### config.mk
export PLATFORM = sky130hd
export DESIGN_NAME = instruction_queue
export DESIGN_NICKNAME = d
export VERILOG_FILES = /design/src/rtl/instruction_queue_pkg.sv /design/src/rtl/instruction_queue.sv
export SDC_FILE = /design/constraint.sdc
export NUM_CORES = 1
export LEC_CHECK = 0
export CAP_MARGIN = 30
export CORE_UTILIZATION = 40
export CTS_CLUSTER_DIAMETER = 150
export DETAILED_ROUTE_END_ITERATION = 6
export PLACE_DENSITY = 0.6
export SYNTH_ARGS = -nofsm -noshare
export SYNTH_HDL_FRONTEND = slang
export SYNTH_SLANG_ARGS = --single-unit
### constraint.sdc
create_clock -name i_Clk -period 4.9 [get_ports i_Clk]
set_input_delay 0.735 -clock i_Clk [delete_from_list [all_inputs] [get_ports i_Clk]]
set_output_delay 0.735 -clock i_Clk [all_outputs]
set_load 0.02 [all_outputs]
### src/rtl/instruction_queue_pkg.sv
// Shared cpu constants used by the instruction fetch path.
package instruction_queue_pkg;
    localparam int                  IQ_DATA_W = 32;
    localparam logic [IQ_DATA_W-1:0] NOP_INSTR = '0;
endpackage

### src/rtl/instruction_queue.sv
// Instruction queue: circular buffer with optional empty-queue fall-through
// and a held copy of the last consumed word.
module instruction_queue
    import instruction_queue_pkg::*;
#(
    parameter int DATA_W = IQ_DATA_W,
    parameter int DEPTH  = 4,
    parameter int BYPASS = 1
) (
    input  logic                       i_Clk,
    input  logic                       i_Rst,
    input  logic                       i_Flush,
    input  logic                       i_Wr,
    input  logic [DATA_W-1:0]          i_Data,
    output logic                       o_Full,
    input  logic                       i_Rd,
    output logic                       o_Valid,
    output logic [DATA_W-1:0]          o_Instruction,
    output logic [$clog2(DEPTH):0]     o_Count
);
    localparam int PW = $clog2(DEPTH);
    localparam int CW = PW + 1;
    localparam logic BYP = (BYPASS != 0);

    logic [DATA_W-1:0] mem_q [DEPTH];
    logic [PW-1:0]     wr_ptr_q, wr_ptr_d;
    logic [PW-1:0]     rd_ptr_q, rd_ptr_d;
    logic [CW-1:0]     count_q, count_d;
    logic [DATA_W-1:0] last_q, last_d;

    logic empty, full, fall_thru, wr_acc, rd_acc, store, pop;

    assign empty     = (count_q == '0);
    assign full      = (count_q == CW'(DEPTH));
    assign fall_thru = BYP & i_Wr;

    assign o_Full  = full;
    assign o_Count = count_q;
    assign o_Valid = ~empty | fall_thru;

    always_comb begin
        o_Instruction = last_q;
        if (!empty)
            o_Instruction = mem_q[rd_ptr_q];
        else if (fall_thru)
            o_Instruction = i_Data;
    end

    assign wr_acc = i_Wr & ~full;
    assign rd_acc = i_Rd & o_Valid;
    // A write consumed by fall-through never touches the array.
    assign store  = wr_acc & ~(empty & fall_thru & i_Rd);
    assign pop    = rd_acc & ~empty;

    always_comb begin
        wr_ptr_d = wr_ptr_q;
        rd_ptr_d = rd_ptr_q;
        count_d  = count_q;
        last_d   = last_q;
        if (i_Flush) begin
            wr_ptr_d = '0;
            rd_ptr_d = '0;
            count_d  = '0;
        end else begin
            if (store) wr_ptr_d = wr_ptr_q + 1'b1;
            if (pop)   rd_ptr_d = rd_ptr_q + 1'b1;
            if (rd_acc) last_d  = o_Instruction;
            count_d = count_q + CW'(store) - CW'(pop);
        end
    end

    always_ff @(posedge i_Clk) begin
        if (i_Rst) begin
            wr_ptr_q <= '0;
            rd_ptr_q <= '0;
            count_q  <= '0;
            last_q   <= DATA_W'(NOP_INSTR);
        end else begin
            wr_ptr_q <= wr_ptr_d;
            rd_ptr_q <= rd_ptr_d;
            count_q  <= count_d;
            last_q   <= last_d;
        end
    end

    // Storage is not reset; the count alone decides what is live.
    always_ff @(posedge i_Clk) begin
        if (!i_Rst && !i_Flush && store)
            mem_q[wr_ptr_q] <= i_Data;
    end
endmodule

==> run summary, run 1 <==
endpoints failing setup - 0
largest net degree at the start of global routing - 35
Slowest cell on crit path - dfxtp_2
Pleak - 2.85 nW
total CTS buffers - 17
register area share after synthesis - 66.7%
Setup crit end kind - output pin
Buffers & Inverters on Critical Path - 2
crit-path max cell delay - 0.76 ns
# port buffers - 73
Total Power - 0.00338 W
dpl hpwl - 8250 um
final hold violation count - 0
most frequent cells in the layout - edfxtp_1, nor2_1, clkdlybuf4s50_1, mux2_2, dfxtp_1
Slew headroom - 35.0%
Critical R2R Launch - o_Count[1]
DRC violations left - 0
f_max - 0.280 GHz
crit path DAT - 2.84 ns
RSZ-0062 raised after global routing - no
Setup crit start kind - register
die width - 134 um
drt wl/cell - 19.6 um
Placer Congestion - 0.738
area grow syn2layout - 21.3%
crit path max fanout - 17
TritonCTS clock tree - done
Nets - 545
cell family with most CP delay - buffers and inverters
max-slew violation total from the final report - 0
Starting Density - 41.6%
layout cells sized above 1 - 27.0%
Root Buffer - clkbuf_16
largest cells by area after synthesis - edfxtp_1, dfxtp_1, mux2_2
Syn Inst Count - 430
Post-Syn Area - 7000 sq um
critical path class - reg -> out
Die Span Y - 134 um
status - complete, no violations
setup TNS - 0 ns
initial antenna violation count - 0
number of flops mapped to enable cells by yosys - 128
Min-Delay Startpoint - last_q[20]
first-pass GRT wire length - 22700 um
DR vias/cell - 5.22
PostCTS Resize Cnt - 0
peak supply drop - 0.259 mV
Via Count - 3832
post-synthesis cell type count - 29
post-synth net total - 474
worst hold slack - 0.451 ns
Max Cap Viol - 0
CTS H-tree lvls - 4
clock slew at reported path FFs - 0.06 ns
clock sink count - 169
Crit path required time - 4.16 ns
Min Clock Period, post-route - 3.57 ns
die area - 18000 sq um
Place WS - 1.43 ns
clock skew - 0.00765 ns
row cnt - 47
Yosys top cell area share - 54.9%
Clock Path Buffers - 2
most common cell after layout, fill and taps aside - edfxtp_1
vias in the first global route - 3951
Avg Inst Size Synth - 16.3 sq um
ANT cells - 0
DRT iter0 DRCs - 166
DRT Pass-1 Iters - 6
number of fill cells - 1434
Post-CTS Setup Bufs - 0
Setup WS post-layout - 1.33 ns
Async SR Flop Fraction - 0%
Antenna Nets Post-Route - 0
gr usage total - 17.3%
HP Class - reg -> reg
GRT overflow - 0
core footprint - 16800 sq um
post-synthesis register bit count - 169
top cell type by total area after synthesis - edfxtp_1
Slew @ Worst Pin - 0.975 ns
power per standard cell area - 399 nW/um^2
Ys Warns - 0
IO Count - 74
WL final - 14400 um
cts hold-fix bufs - 0
cell breakdown of the critical path - buf_12 -> mux4_2 -> mux2_2 -> clkdlybuf4s50_1
top_reg_cell synth - edfxtp_1
fin crit share - 72.9%
Clock Latency Late Sink - 0.42 ns
report_power, final:
part | internal, W | switching [W]
sequential | 0.00157 | 0.0000194
combinational | 0.000231 | 0.000231
clock | 0.000799 | 0.000533
stage by stage:
stage	area (sq um)	cells	utilization, %
floorplan	7000	430	-
detailed placement	7880	701	46.8
finish	8480	734	50.4
global route	8480	734	50.4
global placement	7880	701	46.8
CTS	8460	733	50.3
cell usage after synthesis, types with 4 or more instances:
master    number
and2_1         4
buf_2          7
buf_6          7
clkbuf_1       6
dfxtp_1       41
edfxtp_1     128
ha_1           6
inv_1          7
mux2_2        64
mux4_2        32
nor2_1        72
nor3_1        31
xnor2_1        4
kinds of logic after synthesis:
group                      after synthesis  share of synthesized area (%)
muxes                                   97                           20.7
adders and majority gates                7                           1.36
AOI/OAI and AO/OA                        2                          0.179
buffers and inverters                   33                           2.81
xor gates and xnor gates                 5                          0.626
and+or+nand+nor                        117                           7.62
DFF                                    169                           66.7
final cells by class:
| class | instances | area (sq um) | area share (%) |
|---|---|---|---|
| clock buffers | 20 | 437 | 5.15 |
| clock inverters | 12 | 150 | 1.77 |
| inverters | 7 | 26.3 | 0.310 |
| multi-input cells | 228 | 2140 | 25.2 |
| flip-flops and latches | 169 | 4670 | 55.0 |
| well taps | 220 | 275 | 3.24 |
| repair buffers | 78 | 788 | 9.29 |
path summary, 6_finish.rpt:
kind                            slack, ns                end  cells after the start
worst min register to register       0.45         last_q[20]                      2
worst max-delay path                 1.33  o_Instruction[26]                      4
worst min-delay path                 0.45         last_q[20]                      2
worst max register to register       2.22         o_Count[2]                     10
layer usage:
layer  share of wire [%]  track usage, %  up-vias
li1                    -               -     1754
met5                   0               0        -
met3                 4.1            4.04       14
met2                  48            27.7       90
met4                 1.2            5.12        0
met1                  46            23.5     1974
worst min-delay path: stages, from the launching register on:
cell and delay, ns:
dfxtp_1 0.31, nand2_1 0.05, a21oi_1 0.05
flip-flops by register name, indices dropped and copies added, names as in the netlist, named ones only:
register and flops:
o_Count 3, last_q 32, rd_ptr_q 2, wr_ptr_q 2
mem_q 128
(Power assumes the default switching activity.)
==> run 2, diff against run 1 <==
- PLACE_DENSITY: 0.6 -> 0.62
- clock period: 4.9 -> 3.15 ns (I/O delays scaled with it)
==> run 2 against run 1 <==
Design area increased by 1.9%; critical path type unchanged; sequential power rose by 55%; clock skew grew 0.0097 ns; hold slack improved by 0.012 ns; first-iteration DRC count grew 28%.
==> run summary, run 2 (same netlist as run 1, synthesis figures left out) <==
status - complete, no violations
GRT overflow - 0 (unchanged)
Setup crit end kind - output pin
largest net degree at the start of global routing - 35 (unchanged)
register area - 4670 sq um (about the same)
Setup crit start kind - register
IO Count - 74 (unchanged)
area grow syn2layout - 23.6%
die width - 134 um (unchanged)
Die Span Y - 134 um (unchanged)
worst hold slack - 0.463 ns (+0.0121 ns)
Crit path required time - 2.68 ns (-1.48 ns)
Nets - 561 (+2.9%)
core footprint - 16800 sq um (unchanged)
Top reg by flops - mem_q
Largest register FFs - 128 (unchanged)
Starting Density - 41.6% (unchanged)
initial antenna violation count - 0 (unchanged)
ANT cells - 0 (unchanged)
gr usage total - 17.4% (+0.11 points)
fin crit share - 95.6%
RSZ-0062 raised after global routing - no
Post-Layout Cell Count - 750 (+2.2%)
Multi-input gate area - 2140 sq um (unchanged)
layout cells sized above 1 - 29.6% (+2.6 points)
DR vias/cell - 5.16 (-1.2%)
DRT iter0 DRCs - 212 (+28%)
drt wl/cell - 19.3 um (-1.4%)
cts hold-fix bufs - 0 (unchanged)
critical path class - reg -> out
Placer Congestion - 0.668 (-9.5%)
Pleak - 2.95 nW (+3.4%)
dpl hpwl - 9030 um (+9.4%)
Core Util, Final - 51.4% (+0.96 points)
TritonCTS clock tree - done
power per standard cell area - 601 nW/um^2 (+51%)
Min Clock Period, post-route - 3.01 ns
Root Buffer - clkbuf_16
row cnt - 47 (unchanged)
placed cells - 718 (+2.4%)
setup TNS - 0 ns (unchanged)
peak supply drop - 0.481 mV (+85%)
clock sink count - 169 (unchanged)
WL final - 14500 um (+0.70%)
# port buffers - 73 (unchanged)
Via Count - 3867 (+0.91%)
crit path max fanout - 20 (+3)
vias in the first global route - 4072 (+3.1%)
PostCTS Resize Cnt - 1 (+1)
Clock Path Buffers - 2 (unchanged)
Max Cap Viol - 0 (unchanged)
final hold violation count - 0 (unchanged)
CTS H-tree lvls - 4 (unchanged)
clock skew - 0.0173 ns (+0.00967 ns)
Slew @ Worst Pin - 0.465 ns (-0.511 ns)
first-pass GRT wire length - 22700 um (-0.12%)
Post-CTS Setup Bufs - 0 (unchanged)
endpoints failing setup - 0 (unchanged)
Slew headroom - 69.0% (+34 points)
HP Class - reg -> reg
die area - 18000 sq um (unchanged)
DRC violations left - 0 (unchanged)
Antenna Nets Post-Route - 0 (unchanged)
clock slew at reported path FFs - 0.07 ns (about the same)
f_max - 0.332 GHz
DRT Pass-1 Iters - 4 (-2)
Clock Latency Late Sink - 0.43 ns (about the same)
most common cell after layout, fill and taps aside - edfxtp_1
total CTS buffers - 17 (unchanged)
most frequent cells in the layout - edfxtp_1, nor2_1, clkdlybuf4s50_1, mux2_2, dfxtp_1
max-slew violation total from the final report - 0 (unchanged)
crit path DAT - 2.54 ns (-0.30 ns)
number of fill cells - 1419 (-1.0%)
-- run 2: changes by cell type in the layout (fill, tap and decap cells not counted) --
cell	change
buf_4	+11
buf_12	+5
bufinv_16	-2
inv_6	+2
clkbuf_1	-1
clkbuf_8	+1
clkinv_1	-1
clkinv_4	+1
clkinvlp_4	-1
dfxtp_2	-1
dfxtp_4	+1
inv_8	+1
-- run 2: worst max-delay path, stage by stage (launching register included) --
cell and delay [ns]:
dfxtp_4 0.45, buf_12 0.23, mux4_2 0.55, mux2_2 0.31, clkdlybuf4s50_1 0.55
-- run 2: per-stage QoR --
step                      power [W]  cell area [sq um]  worst slack [ns]
after floorplan             0.00295               7000             0.665
after detailed placement    0.00327               8080             0.363
after global routing        0.00538               8650            0.0287
after global placement      0.00326               8080             0.453
after CTS                   0.00525               8650            0.0823
final                       0.00519               8650             0.138
-- run 2: final timing paths --
path         slack, ns  cells after the start  startpoint               end
min reg2reg       0.46                      2  last_q[20]        last_q[20]
max reg2reg       0.75                     10  o_Count[1]        o_Count[2]
max               0.14                      4    register  o_Instruction[2]
min               0.46                      2  last_q[20]        last_q[20]
-- run 2: cell type report --
class	count	area share, %
inverter	7	0.304
multi-input combinational	228	24.8
clock buffer	20	5.17
clock inverter	12	1.35
tap	220	3.18
timing repair buffer	94	11.2
sequential	169	54.0
-- run 2: layer usage --
layer  share of wire [%]  track usage, %  wire, um  up-vias
li1                    -               -         -     1800
met1                  44            22.3      6420     1968
met2                  50            28.4      7230       84
met3                 4.5            4.57       649       15
met4                 1.1            6.80       164        0
met5                   0               0         0        -
-- run 2: power breakdown --
| group | switching (W) | internal, W |
|---|---|---|
| clock network | 0.000862 | 0.00112 |
| registers | 0.0000270 | 0.00244 |
| logic | 0.000368 | 0.000376 |
